### config.mk
export PLATFORM = sky130hd
export DESIGN_NAME = mcycle_ctrl
export DESIGN_NICKNAME = d
export VERILOG_FILES = /design/src/rtl/mcycle_pkg.sv /design/src/rtl/mcycle_decode.sv /design/src/rtl/mcycle_ctrl.sv
export SDC_FILE = /design/constraint.sdc
export NUM_CORES = 1
export LEC_CHECK = 0
export CORE_UTILIZATION = 40
export CTS_CLUSTER_SIZE = 24
export DETAILED_ROUTE_END_ITERATION = 10
export PLACE_DENSITY = 0.86
export SLEW_MARGIN = 0
export SYNTH_ARGS = -nofsm -noshare
export SYNTH_HDL_FRONTEND = slang
export SYNTH_SLANG_ARGS = --single-unit
### constraint.sdc
create_clock -name clk -period 2.7 [get_ports clk]
set_clock_uncertainty 0.15 [all_clocks]
set_input_delay 0.405 -clock clk [delete_from_list [all_inputs] [get_ports clk]]
set_output_delay 0.405 -clock clk [all_outputs]
set_load 0.1 [all_outputs]
### src/rtl/mcycle_pkg.sv
// Shared types and encodings for the multi-cycle MIPS control unit.
package mcycle_pkg;

  localparam int unsigned OP_W  = 6;
  localparam int unsigned SEL_W = 2;
  localparam int unsigned FN_W  = 5;

  typedef enum logic [1:0] {
    S_FETCH = 2'd0,
    S_EXEC  = 2'd1,
    S_MEM   = 2'd2,
    S_HALT  = 2'd3
  } state_t;

  localparam logic [OP_W-1:0] OP_RTYPE = 6'h00;
  localparam logic [OP_W-1:0] OP_J     = 6'h02;
  localparam logic [OP_W-1:0] OP_JAL   = 6'h03;
  localparam logic [OP_W-1:0] OP_BEQ   = 6'h04;
  localparam logic [OP_W-1:0] OP_BNE   = 6'h05;
  localparam logic [OP_W-1:0] OP_ADDI  = 6'h08;
  localparam logic [OP_W-1:0] OP_SLTI  = 6'h0A;
  localparam logic [OP_W-1:0] OP_SLTIU = 6'h0B;
  localparam logic [OP_W-1:0] OP_ANDI  = 6'h0C;
  localparam logic [OP_W-1:0] OP_ORI   = 6'h0D;
  localparam logic [OP_W-1:0] OP_XORI  = 6'h0E;
  localparam logic [OP_W-1:0] OP_LUI   = 6'h0F;
  localparam logic [OP_W-1:0] OP_LW    = 6'h23;
  localparam logic [OP_W-1:0] OP_SW    = 6'h2B;

  localparam logic [OP_W-1:0] FN_SLL  = 6'h00;
  localparam logic [OP_W-1:0] FN_SRL  = 6'h02;
  localparam logic [OP_W-1:0] FN_SRA  = 6'h03;
  localparam logic [OP_W-1:0] FN_JR   = 6'h08;
  localparam logic [OP_W-1:0] FN_ADD  = 6'h20;
  localparam logic [OP_W-1:0] FN_SUB  = 6'h22;
  localparam logic [OP_W-1:0] FN_AND  = 6'h24;
  localparam logic [OP_W-1:0] FN_OR   = 6'h25;
  localparam logic [OP_W-1:0] FN_XOR  = 6'h26;
  localparam logic [OP_W-1:0] FN_NOR  = 6'h27;
  localparam logic [OP_W-1:0] FN_SLT  = 6'h2A;
  localparam logic [OP_W-1:0] FN_SLTU = 6'h2B;

  localparam logic [FN_W-1:0] ALU_ADD  = 5'b00001;
  localparam logic [FN_W-1:0] ALU_SUB  = 5'b10001;
  localparam logic [FN_W-1:0] ALU_SLT  = 5'b10011;
  localparam logic [FN_W-1:0] ALU_SLTU = 5'b10111;
  localparam logic [FN_W-1:0] ALU_AND  = 5'b00000;
  localparam logic [FN_W-1:0] ALU_OR   = 5'b00100;
  localparam logic [FN_W-1:0] ALU_XOR  = 5'b01000;
  localparam logic [FN_W-1:0] ALU_NOR  = 5'b01100;
  localparam logic [FN_W-1:0] ALU_SLL  = 5'b00010;
  localparam logic [FN_W-1:0] ALU_SRL  = 5'b01010;
  localparam logic [FN_W-1:0] ALU_SRA  = 5'b01110;

  localparam logic [SEL_W-1:0] PC_PC4 = 2'b00;
  localparam logic [SEL_W-1:0] PC_BR  = 2'b01;
  localparam logic [SEL_W-1:0] PC_JMP = 2'b10;
  localparam logic [SEL_W-1:0] PC_JR  = 2'b11;
  localparam logic [SEL_W-1:0] WA_RD  = 2'b00;
  localparam logic [SEL_W-1:0] WA_RT  = 2'b01;
  localparam logic [SEL_W-1:0] WA_R31 = 2'b10;
  localparam logic [SEL_W-1:0] WD_PC4 = 2'b00;
  localparam logic [SEL_W-1:0] WD_ALU = 2'b01;
  localparam logic [SEL_W-1:0] WD_MEM = 2'b10;
  localparam logic [SEL_W-1:0] AS_RS    = 2'b00;
  localparam logic [SEL_W-1:0] AS_SHAMT = 2'b01;
  localparam logic [SEL_W-1:0] AS_C16   = 2'b10;

  typedef struct packed {
    logic [SEL_W-1:0] pcsel;
    logic [SEL_W-1:0] wasel;
    logic [SEL_W-1:0] wdsel;
    logic [SEL_W-1:0] asel;
    logic [FN_W-1:0]  alufn;
    logic             sgnext;
    logic             bsel;
    logic             is_mem;
    logic             is_store;
    logic             writes;
    logic             illegal;
  } ctrl_t;

endpackage

### src/rtl/mcycle_decode.sv
// Pure combinational instruction decoder: opcode/funct (and Z for branches)
// to datapath selects, ALU function and instruction class flags.
module mcycle_decode
  import mcycle_pkg::*;
(
  input  logic [OP_W-1:0] op,
  input  logic [OP_W-1:0] funct,
  input  logic            z,
  output ctrl_t           ctrl
);

  always_comb begin
    ctrl = '0;
    case (op)
      OP_RTYPE: begin
        ctrl.wasel  = WA_RD;
        ctrl.wdsel  = WD_ALU;
        ctrl.writes = 1'b1;
        case (funct)
          FN_ADD:  ctrl.alufn = ALU_ADD;
          FN_SUB:  ctrl.alufn = ALU_SUB;
          FN_AND:  ctrl.alufn = ALU_AND;
          FN_OR:   ctrl.alufn = ALU_OR;
          FN_XOR:  ctrl.alufn = ALU_XOR;
          FN_NOR:  ctrl.alufn = ALU_NOR;
          FN_SLT:  ctrl.alufn = ALU_SLT;
          FN_SLTU: ctrl.alufn = ALU_SLTU;
          FN_SLL: begin
            ctrl.alufn = ALU_SLL;
            ctrl.asel  = AS_SHAMT;
          end
          FN_SRL: begin
            ctrl.alufn = ALU_SRL;
            ctrl.asel  = AS_SHAMT;
          end
          FN_SRA: begin
            ctrl.alufn = ALU_SRA;
            ctrl.asel  = AS_SHAMT;
          end
          FN_JR: begin
            ctrl.pcsel  = PC_JR;
            ctrl.wdsel  = WD_PC4;
            ctrl.writes = 1'b0;
          end
          default: begin
            ctrl         = '0;
            ctrl.illegal = 1'b1;
          end
        endcase
      end
      OP_ADDI, OP_SLTI, OP_SLTIU, OP_ANDI, OP_ORI, OP_XORI, OP_LUI: begin
        ctrl.wasel  = WA_RT;
        ctrl.wdsel  = WD_ALU;
        ctrl.bsel   = 1'b1;
        ctrl.sgnext = 1'b1;
        ctrl.writes = 1'b1;
        case (op)
          OP_SLTI:  ctrl.alufn = ALU_SLT;
          OP_SLTIU: ctrl.alufn = ALU_SLTU;
          OP_ANDI: begin
            ctrl.alufn  = ALU_AND;
            ctrl.sgnext = 1'b0;
          end
          OP_ORI: begin
            ctrl.alufn  = ALU_OR;
            ctrl.sgnext = 1'b0;
          end
          OP_XORI: begin
            ctrl.alufn  = ALU_XOR;
            ctrl.sgnext = 1'b0;
          end
          // lui: immediate shifted left by the constant 16 on the A side
          OP_LUI: begin
            ctrl.alufn = ALU_SLL;
            ctrl.asel  = AS_C16;
          end
          default: ctrl.alufn = ALU_ADD;
        endcase
      end
      OP_LW: begin
        ctrl.wasel  = WA_RT;
        ctrl.wdsel  = WD_MEM;
        ctrl.bsel   = 1'b1;
        ctrl.sgnext = 1'b1;
        ctrl.alufn  = ALU_ADD;
        ctrl.is_mem = 1'b1;
        ctrl.writes = 1'b1;
      end
      OP_SW: begin
        ctrl.bsel     = 1'b1;
        ctrl.sgnext   = 1'b1;
        ctrl.alufn    = ALU_ADD;
        ctrl.is_mem   = 1'b1;
        ctrl.is_store = 1'b1;
      end
      OP_BEQ: begin
        ctrl.alufn  = ALU_SUB;
        ctrl.sgnext = 1'b1;
        ctrl.pcsel  = z ? PC_BR : PC_PC4;
      end
      OP_BNE: begin
        ctrl.alufn  = ALU_SUB;
        ctrl.sgnext = 1'b1;
        ctrl.pcsel  = z ? PC_PC4 : PC_BR;
      end
      OP_J: ctrl.pcsel = PC_JMP;
      OP_JAL: begin
        ctrl.pcsel  = PC_JMP;
        ctrl.wasel  = WA_R31;
        ctrl.wdsel  = WD_PC4;
        ctrl.writes = 1'b1;
      end
      default: ctrl.illegal = 1'b1;
    endcase
  end

endmodule

### src/rtl/mcycle_ctrl.sv
// Multi-cycle MIPS control FSM: FETCH -> EXEC -> (MEM) -> FETCH, with a
// memory-wait watchdog and an absorbing HALT for illegal code or timeout.
module mcycle_ctrl
  import mcycle_pkg::*;
#(
  parameter int unsigned Dbits    = 32,
  parameter int unsigned WAIT_MAX = 15
) (
  input  logic             clk,
  input  logic             reset,
  input  logic [Dbits-1:0] imem_rdata,
  input  logic             imem_ack,
  input  logic             dmem_ack,
  input  logic             Z,
  output logic [Dbits-1:0] instr,
  output logic [1:0]       pcsel,
  output logic [1:0]       wasel,
  output logic [1:0]       wdsel,
  output logic [1:0]       asel,
  output logic             sgnext,
  output logic             bsel,
  output logic             werf,
  output logic [4:0]       alufn,
  output logic             enable,
  output logic             imem_req,
  output logic             dmem_req,
  output logic             dmem_we,
  output logic             halted,
  output logic             timeout
);

  localparam int unsigned CNT_W = (WAIT_MAX < 2) ? 1 : $clog2(WAIT_MAX + 1);

  state_t           state, state_nxt;
  logic [Dbits-1:0] ir_nxt;
  logic [CNT_W-1:0] cnt, cnt_nxt, cnt_inc;
  logic             timeout_nxt;
  logic             wait_hit;
  ctrl_t            dec;

  mcycle_decode u_decode (
    .op    (instr[31:26]),
    .funct (instr[5:0]),
    .z     (Z),
    .ctrl  (dec)
  );

  assign cnt_inc  = cnt + CNT_W'(1);
  assign wait_hit = (cnt_inc == CNT_W'(WAIT_MAX));

  always_ff @(posedge clk) begin
    if (!reset) begin
      state   <= S_FETCH;
      instr   <= '0;
      cnt     <= '0;
      timeout <= 1'b0;
    end else begin
      state   <= state_nxt;
      instr   <= ir_nxt;
      cnt     <= cnt_nxt;
      timeout <= timeout_nxt;
    end
  end

  // Sequencing plus the ack-wait counter shared by FETCH and MEM
  always_comb begin
    state_nxt   = state;
    ir_nxt      = instr;
    cnt_nxt     = cnt;
    timeout_nxt = timeout;
    case (state)
      S_FETCH: begin
        if (imem_ack) begin
          ir_nxt    = imem_rdata;
          cnt_nxt   = '0;
          state_nxt = S_EXEC;
        end else if (wait_hit) begin
          state_nxt   = S_HALT;
          timeout_nxt = 1'b1;
        end else begin
          cnt_nxt = cnt_inc;
        end
      end
      S_EXEC: begin
        cnt_nxt = '0;
        if (dec.illegal)     state_nxt = S_HALT;
        else if (dec.is_mem) state_nxt = S_MEM;
        else                 state_nxt = S_FETCH;
      end
      S_MEM: begin
        if (dmem_ack) begin
          cnt_nxt   = '0;
          state_nxt = S_FETCH;
        end else if (wait_hit) begin
          state_nxt   = S_HALT;
          timeout_nxt = 1'b1;
        end else begin
          cnt_nxt = cnt_inc;
        end
      end
      S_HALT: state_nxt = S_HALT;
    endcase
  end

  always_comb begin
    pcsel    = '0;
    wasel    = '0;
    wdsel    = '0;
    asel     = '0;
    alufn    = '0;
    sgnext   = 1'b0;
    bsel     = 1'b0;
    werf     = 1'b0;
    enable   = 1'b0;
    imem_req = 1'b0;
    dmem_req = 1'b0;
    dmem_we  = 1'b0;
    halted   = 1'b0;
    case (state)
      S_FETCH: imem_req = 1'b1;
      S_EXEC: begin
        if (!dec.illegal) begin
          pcsel  = dec.pcsel;
          wasel  = dec.wasel;
          wdsel  = dec.is_mem ? WD_PC4 : dec.wdsel;
          asel   = dec.asel;
          alufn  = dec.alufn;
          sgnext = dec.sgnext;
          bsel   = dec.bsel;
          enable = !dec.is_mem;
          werf   = dec.writes && !dec.is_mem;
        end
      end
      // Address selects held for the whole access; writeback only on ack
      S_MEM: begin
        wasel    = dec.wasel;
        asel     = dec.asel;
        alufn    = dec.alufn;
        sgnext   = dec.sgnext;
        bsel     = dec.bsel;
        dmem_req = 1'b1;
        dmem_we  = dec.is_store;
        if (dmem_ack) begin
          enable = 1'b1;
          werf   = dec.writes;
          wdsel  = dec.wdsel;
        end
      end
      S_HALT: halted = 1'b1;
    endcase
    // No strobe leaves the block while reset is being applied
    if (!reset) begin
      werf     = 1'b0;
      enable   = 1'b0;
      imem_req = 1'b0;
      dmem_req = 1'b0;
      dmem_we  = 1'b0;
    end
  end

endmodule

Word level (Yosys, flattened, before mapping)
Cells that the tools add are included.
- input port bits: 37
- register bits after elaboration: 39
- output and inout bits: 54
- word-level logic and storage cells: 120
- reductions and logical operators: 20
- mux-type cells: 65
- add/subtract/negate cells: 1
- equal/unequal tests: 30
- operators by type and width (cell ; count):
    $eq A6 B6 Y1 const B ; 10
    $pmux W5 S10 ; 1
    $eq A6 B4 Y1 const B ; 8
    $pmux W5 S6 ; 1
    $mux W1 ; 28
    $mux W2 ; 14
    $eq A6 B2 Y1 const B ; 4
    $pmux W6 S4 ; 1
    $reduce_or A9 Y1 ; 2
    $pmux W2 S2 ; 4
    $pmux W2 S4 ; 2
    $pmux W4 S4 ; 1
    $pmux W1 S2 ; 7
    $reduce_or A13 Y1 ; 1
    $eq A6 B3 Y1 const B ; 2
    $logic_not A6 Y1 ; 2
    $mux W4 ; 3
    $pmux W4 S3 ; 1
    $reduce_or A12 Y1 ; 1
    $reduce_or A11 Y1 ; 1
    $pmux W5 S2 ; 1
    $reduce_or A7 Y1 ; 1
    $reduce_or A2 Y1 ; 3
    $reduce_or A3 Y1 ; 2
    13 further kinds ; 15

Longest topological paths before layout
Gate-level depths: netlist of the first run.
- depth in word-level cells: 8
- gate-level depth with buffers: 7
- depth with buffers taken out: 7

Modules after synthesis
From an unflattened synthesis of the first run, not the netlist that was laid out.
- cells, all modules: 325
- area, all modules: 2331.0 um^2
- by module, submodules not included (module ; times used ; cells each ; area each (um^2) ; seq. area each (um^2)):
    mcycle_ctrl ; 1 ; 232 ; 1765.4 ; 780.7
    mcycle_decode ; 1 ; 93 ; 565.5 ; 0.0

Worst setup path before layout of the first run
No wires, ideal clock.
- path kind: reg2out
- start point: reg instr[3]
- end point: out alufn[2]
- slack: -2.205 ns
- arrival time: 4.350 ns
- cell stages (with the launch flop): 7
- path buffers: 1
- path through: dfxtp_1 buf_4 nand2b_4 or4_4 o211ai_1 a21oi_4 a211oi_1
- longest elaborated chain between the ends: 6
- ends and longest elaborated chain (item ; RTL line ; text):
    from (decl) ; mcycle_ctrl.sv:15 ; output logic [Dbits-1:0] instr,
    from (signal assigned) ; mcycle_ctrl.sv:59 ; instr <= ir_nxt;
    $eq A6 B6 Y1, or another cell as far along ; mcycle_decode.sv:19 ; case (funct)
    $reduce_or A12 Y1 (no source line) ; - ;
    $mux W1 ; mcycle_decode.sv:19 ;
    $pmux W1 S2 ; mcycle_decode.sv:14 ; case (op)
    $mux W5 ; mcycle_ctrl.sv:122 ; if (!dec.illegal) begin
    $pmux W5 S2 (*) ; mcycle_ctrl.sv:119 ; case (state)
    to (decl) ; mcycle_ctrl.sv:23 ; output logic [4:0] alufn,
Every way passes the cells marked *; elsewhere a longest branch is shown, timed or not.

Worst setup path after layout of the first run
- start point: reg instr[4]
- end point: out werf
- longest elaborated chain between the ends: 8
- ends and longest elaborated chain (item ; RTL line ; text):
    $eq A6 B6 Y1, or another cell as far along ; mcycle_decode.sv:19 ;
    $reduce_or A11 Y1 (no source line) ; - ;
    $mux W1 ; mcycle_decode.sv:19 ;
    $pmux W1 S2 ; mcycle_decode.sv:14 ;
    $logic_and A1 B1 Y1 ; mcycle_ctrl.sv:131 ; werf = dec.writes && !dec.is_mem;
    $mux W1 ; mcycle_ctrl.sv:122 ;
    $pmux W1 S2 (*) ; mcycle_ctrl.sv:119 ;
    $mux W1 (*) ; mcycle_ctrl.sv:152 ; if (!reset) begin
    to (decl) ; mcycle_ctrl.sv:22 ; output logic werf,
Marks and branches as above.

==> run_results.csv, run 1 <==
group,metric,value,unit
power_and_ir_drop,leakage,1.58,nW
logic_synthesis,synthCells,307,
worst_hold_path,min_path_type,"reg -> reg",
die,std_cell_rows,27,
clock_tree,cts_max_level,2,
routing,vias_per_cell,5.34,
power_and_ir_drop,p_int,1.14,mW
routing,drt-pass1-iter-count,4,
logic_synthesis,syn_area,2370,µm²
logic_synthesis,netlist.area_leader.share,0.330,
power_and_ir_drop,clock_power_share,0.223,
routing,wirelength,6890,µm
critical_path,crit_type,"reg -> out",
power_and_ir_drop,switching_share,0.425,
clock_tree,cts_made_buffers,5,
global_route,grt_pass1_wl,11700,µm
placed_design,place.detailed.hpwl,5130,µm
die,die_h,79.0,µm
logic_synthesis,yosysSeqAreaShare,0.330,
logic_synthesis,synth_edf_count,0,
sta,fin_ws,-0.0873,ns
power_and_ir_drop,power,1.98,mW
sta,setup_viol,14,
sta,hold_violations,0,
power_and_ir_drop,ir_worst_vdd,0.453,mV
die,die-area,6230,µm²
global_route,overflow,0,
critical_path,end_kind,"primary output",
clock_tree,path_clk_slew,0.08,ns
clock_tree,cts_root_buf,"clkbuf_8",
routing,drtIter0Drc,159,
sta,whs,0.316,ns
layout,drive_gt1_frac,0.296,
sta,max_freq,359,MHz
layout,layout_commonest_cell,"nand2_1",
routing,ant_nets,0,
placed_design,pre_cts_ws,0.151,ns
critical_path,cp.required,2.14,ns
layout,syn_to_final_growth,63.7,%
clock_tree,clk_latency,0.29,ns
clock_tree,cts-hold-fix-buffers,0,
placed_design,routabilityCongestion,0.885,
power_and_ir_drop,p_per_area,510,nW/µm²
layout,finish.utilization,0.691,
logic_synthesis,synth_ff_type,"dfxtp_1",
die,die_x,79.0,µm
die,io_pins,91,
logic_synthesis,ys_async_sr_fraction,0,
clock_tree,clock_sinks,39,
logic_synthesis,synth_cell_types,57,
logic_synthesis,synth.ff_latch_count,39,
routing,wl_per_cell,14.7,µm
placed_design,port_buffers,90,
clock_tree,clock_path_buffers,2,
logic_synthesis,yosys-top-cells-area,"dfxtp_1, nand2_1, a21boi_0, ha_1, clkbuf_1",
layout,antenna_cells,0,
global_route,grt_pass1_vias,2451,
die,start_util,0.422,
logic_synthesis,yosys.area.top_type,"dfxtp_1",
power_and_ir_drop,combPwrFrac,0.435,
sta,finalCritPeriodShare,1.03,
run_status,violations,"negative setup slack",
sta,worstMarginPinSlew,0.768,ns
critical_path,crit_arrival,2.23,ns
logic_synthesis,synth_fp_nets,351,
routing,vias,2512,
global_route,grt_use_total,0.232,
layout,final_cell_mix,"nand2_1, buf_4, clkdlybuf4s50_1, a21boi_0, dfxtp_1",
sta,drv_slew,0,
run_status,status,"finished with violations",
sta,rsz0062_at_grt,"true",
critical_path,critPathLaunchType,"flop",
routing,drcViolationCount,0,
power_and_ir_drop,p_sw,0.840,mW
flow_run,drv_cap,0,
global_route,grt_max_degree,38,
power_and_ir_drop,power_frac_seq,0.342,
global_route,grt_antenna_before_repair,0,
logic_synthesis,synth_warnings,0,
clock_tree,cts_tree,"built",
die,core,5610,µm²
critical_path,cp_max_fo,4,
sta,slew_headroom,0.487,
sta,min_period,2.79,ns
logic_synthesis,avgSynthCellArea,7.72,µm²
layout,nets,441,
## routing by layer
layer,wire [µm],vias up,global-route usage
met5,0,-,0
met4,71,0,0.0636
li1,-,1239,-
met2,3450,87,0.419
met1,3000,1181,0.280
met3,369,5,0.0414
## flip-flops by register name (all words and copies together), names as in the netlist
signal,flops
cnt,4
state,2
timeout,1
instr,32
## cell families after synthesis
| kind of cell | share of synthesized area |
|---|---|
| buffers and inverters | 0.0523 |
| multiplexers | 0.00898 |
| AO/OA/AOI/OAI | 0.240 |
| XOR/XNOR | 0.0111 |
| AND/OR/NAND/NOR | 0.321 |
| flip-flops | 0.330 |
| adder cells (fa/ha/maj) | 0.0370 |
## worst paths after layout
kind | startpoint | to | slack [ns] | cells past startpoint
worst max-delay path | instr[4] | werf | -0.09 | 7
worst min-delay path | instr[19] | instr[19] | 0.32 | 2
worst max register to register | state[1] | cnt[0] | 0.34 | 7
worst min register to register | instr[19] | instr[19] | 0.32 | 2
## final cells by class
class | count | area (µm²)
Clock buffer | 7 | 97.6
Clock inverter | 1 | 6.26
Fill cell | 466 | 1730
Inverter | 9 | 33.8
Multi-Input combinational cell | 238 | 1660
Sequential cell | 39 | 823
Tap cell | 72 | 90.1
Timing Repair Buffer | 104 | 1160
## synth_stat cells, types with 3 or more instances
master    count
nor3_1       10
a31oi_1       5
nor2b_1       7
dfxtp_1      39
nand2_1      72
a21boi_0     34
nand3_1      10
and2_1        5
clkbuf_1     19
nor2_1       16
nand4_1       3
nand2b_1      6
ha_1          7
a21oi_1       6
nor3b_1       5
inv_1         9
o21ai_0       6
## power by group through the flow
stage / clock network (mW) / registers (mW) / logic, mW
after floorplan: 0 / 0.932 / 0.345
after global routing: 0.479 / 0.685 / 0.908
final: 0.441 / 0.676 / 0.861
after global placement: 0 / 0.690 / 0.801
after detailed placement: 0 / 0.694 / 0.814
after CTS: 0.454 / 0.675 / 0.865
## critical path, stage by stage (launching register included)
cell	delay [ns]
dfxtp_4	0.34
or2_1	0.24
or4_4	0.43
buf_4	0.16
o211a_4	0.15
o31ai_4	0.22
o311a_4	0.24
buf_12	0.17
## stage by stage
stage | area [µm²] | std cells | setup TNS [ns]
after floorplan | 2570 | 307 | -3.23
after global placement | 3660 | 456 | 0
after detailed placement | 3660 | 456 | 0
after CTS | 3870 | 470 | -0.682
after global routing | 3880 | 470 | -1.88
final | 3880 | 470 | -0.603
## timing repair
item | CTS | global route
pin swaps | 8 | 4
buffers inserted | 5 | 0
gates cloned | 1 | 0
setup endpoints to repair | 15 | 16
resized for setup | 6 | 3
No activity file was read; power rests on OpenSTA's default activity.
==> inputs of run 2 (changes only) <==
Settings changed: CORE_MARGIN set to 2, PLACE_DENSITY 0.86 to 0.74.
==> run_results.csv, run 2 (synthesis results as in run 1) <==
group,metric,value,unit
clock_tree,clock_path_buffers,2,
placed_design,dp.cells,459,
critical_path,crit_type,"reg -> out",
global_route,grt_use_total,0.218,
power_and_ir_drop,power_frac_seq,0.348,
clock_tree,cts-hold-fix-buffers,0,
layout,layout_commonest_cell,"nand2_1",
critical_path,cp_max_fo,4,
global_route,grt_pass1_vias,2360,
layout,drive_gt1_frac,0.308,
run_status,violations,"negative setup slack",
clock_tree,clk_latency,0.29,ns
clock_tree,cts_tree,"built",
power_and_ir_drop,switching_share,0.437,
routing,vias,2490,
global_route,overflow,0,
sta,drv_slew,0,
layout,top_regs,"instr (32), cnt (4), state (2)",
critical_path,cp.required,2.14,ns
sta,slew_headroom,0.457,
clock_tree,cts_made_buffers,5,
global_route,grt_antenna_before_repair,0,
power_and_ir_drop,p_int,1.09,mW
sta,worstMarginPinSlew,0.813,ns
clock_tree,clock_sinks,39,
power_and_ir_drop,combPwrFrac,0.451,
layout,finish.utilization,0.671,
critical_path,critPathLaunchType,"flop",
power_and_ir_drop,p_per_area,497,nW/µm²
routing,ant_nets,0,
power_and_ir_drop,p_sw,0.848,mW
sta,hold_violations,0,
critical_path,r2r_cells,6,
critical_path,crit_chain,"or2_1, or4_4, buf_4, o211a_4, o31ai_4, o311a_4, buf_12",
power_and_ir_drop,clock_power_share,0.200,
placed_design,routabilityCongestion,0.872,
routing,drcViolationCount,0,
flow_run,drv_cap,0,
clock_tree,path_clk_slew,0.08,ns
routing,drtIter0Drc,203,
power_and_ir_drop,ir_worst_vdd,0.417,mV
clock_tree,cts_root_buf,"clkbuf_8",
sta,max_freq,355,MHz
layout,nets,445,
placed_design,pre_cts_ws,0.145,ns
die,std_cell_rows,28,
routing,wl_per_cell,14.3,µm
die,core,5820,µm²
layout,stdcell_area,3900,µm²
die,die-area,6550,µm²
run_status,status,"finished with violations",
critical_path,end_kind,"primary output",
placed_design,place.detailed.hpwl,4870,µm
layout,antenna_cells,0,
critical_path,crit_arrival,2.26,ns
sta,finalCritPeriodShare,1.04,
die,start_util,0.407,
critical_path,slowest_delay,0.43,ns
layout,final_cell_mix,"nand2_1, buf_4, clkdlybuf4s50_1, a21boi_0, dfxtp_1",
routing,drt-pass1-iter-count,4,
clock_tree,cts_max_level,2,
layout,nFillCells,518,
layout,largest-register,"instr",
critical_path,cp_top_family,"simple AND/OR/NAND/NOR gates",
sta,tns,-0.853,ns
layout,final_cell_count_no_fill,477,
placed_design,port_buffers,90,
layout,syn_to_final_growth,64.8,%
critical_path,slowest_stage,"or4_4",
worst_hold_path,min_path_type,"reg -> reg",
power_and_ir_drop,leakage,1.59,nW
global_route,grt_pass1_wl,11500,µm
routing,vias_per_cell,5.22,
sta,fin_ws,-0.118,ns
sta,min_period,2.82,ns
global_route,grt_max_degree,39,
placed_design,place_area,3670,µm²
die,io_pins,91,
die,die_x,81.0,µm
sta,setup_viol,15,
sta,rsz0062_at_grt,"true",
routing,wirelength,6840,µm
critical_path,crit_cells,7,
die,die_h,81.0,µm
worst_hold_path,worstHoldPathCells,2,
layout,largest_reg_flops,32,
critical_path,critPathBufInv,2,
run 2: worst reg2reg max path, delay by kind of cell (launching register included):
| kind | cells | cell delay (ns) |
|---|---|---|
| adder cells (fa/ha/maj) | 1 | 0.47 |
| flip-flops | 1 | 0.43 |
| AND/OR/NAND/NOR | 1 | 0.39 |
| AO/OA/AOI/OAI | 2 | 0.32 |
| buffers and inverters | 2 | 0.30 |
run 2: routing by layer:
metal | GRT usage | vias to the layer above | part of all wire
met5 | 0 | - | 0
met4 | 0.0492 | 0 | 0.0037
met2 | 0.364 | 89 | 0.49
met1 | 0.288 | 1144 | 0.44
li1 | - | 1255 | -
met3 | 0.0444 | 2 | 0.064
run 2: final timing paths:
kind,start,end,slack (ns)
max,instr[4],werf,-0.12
min,instr[6],instr[6],0.31
max reg2reg,state[1],cnt[3],0.59
min reg2reg,instr[6],instr[6],0.31
run 2: power by group through the flow:
stage               sequential, mW  clock [mW]  combinational (mW)
floorplan                    0.932           0               0.345
detailed placement           0.693           0               0.814
CTS                          0.675       0.403               0.856
finish                       0.675       0.388               0.875
global placement             0.690           0               0.808
global route                 0.684       0.424               0.927
run 2: area by class of cell:
| type | instances | area (µm²) | share of cell area |
|---|---|---|---|
| Clock buffer | 6 | 72.6 | 0.0186 |
| Clock inverter | 2 | 12.5 | 0.00321 |
| Inverter | 9 | 33.8 | 0.00866 |
| Multi-Input combinational cell | 238 | 1670 | 0.428 |
| Sequential cell | 39 | 823 | 0.211 |
| Tap cell | 75 | 93.8 | 0.0240 |
| Timing Repair Buffer | 108 | 1190 | 0.306 |
run 2: timing repair:
item | in CTS | in global routing
resized for setup | 6 | 8
pin swaps | 6 | 4
setup buffers | 6 | 3
setup endpoints to repair | 15 | 16
cloned | 1 | 0
run 2: stage by stage:
step | total power [mW] | hold slack [ns]
floorplan | 1.28 | 0.315
global placement | 1.50 | 0.301
detailed placement | 1.51 | 0.307
CTS | 1.93 | 0.318
global route | 2.03 | 0.338
finish | 1.94 | 0.315
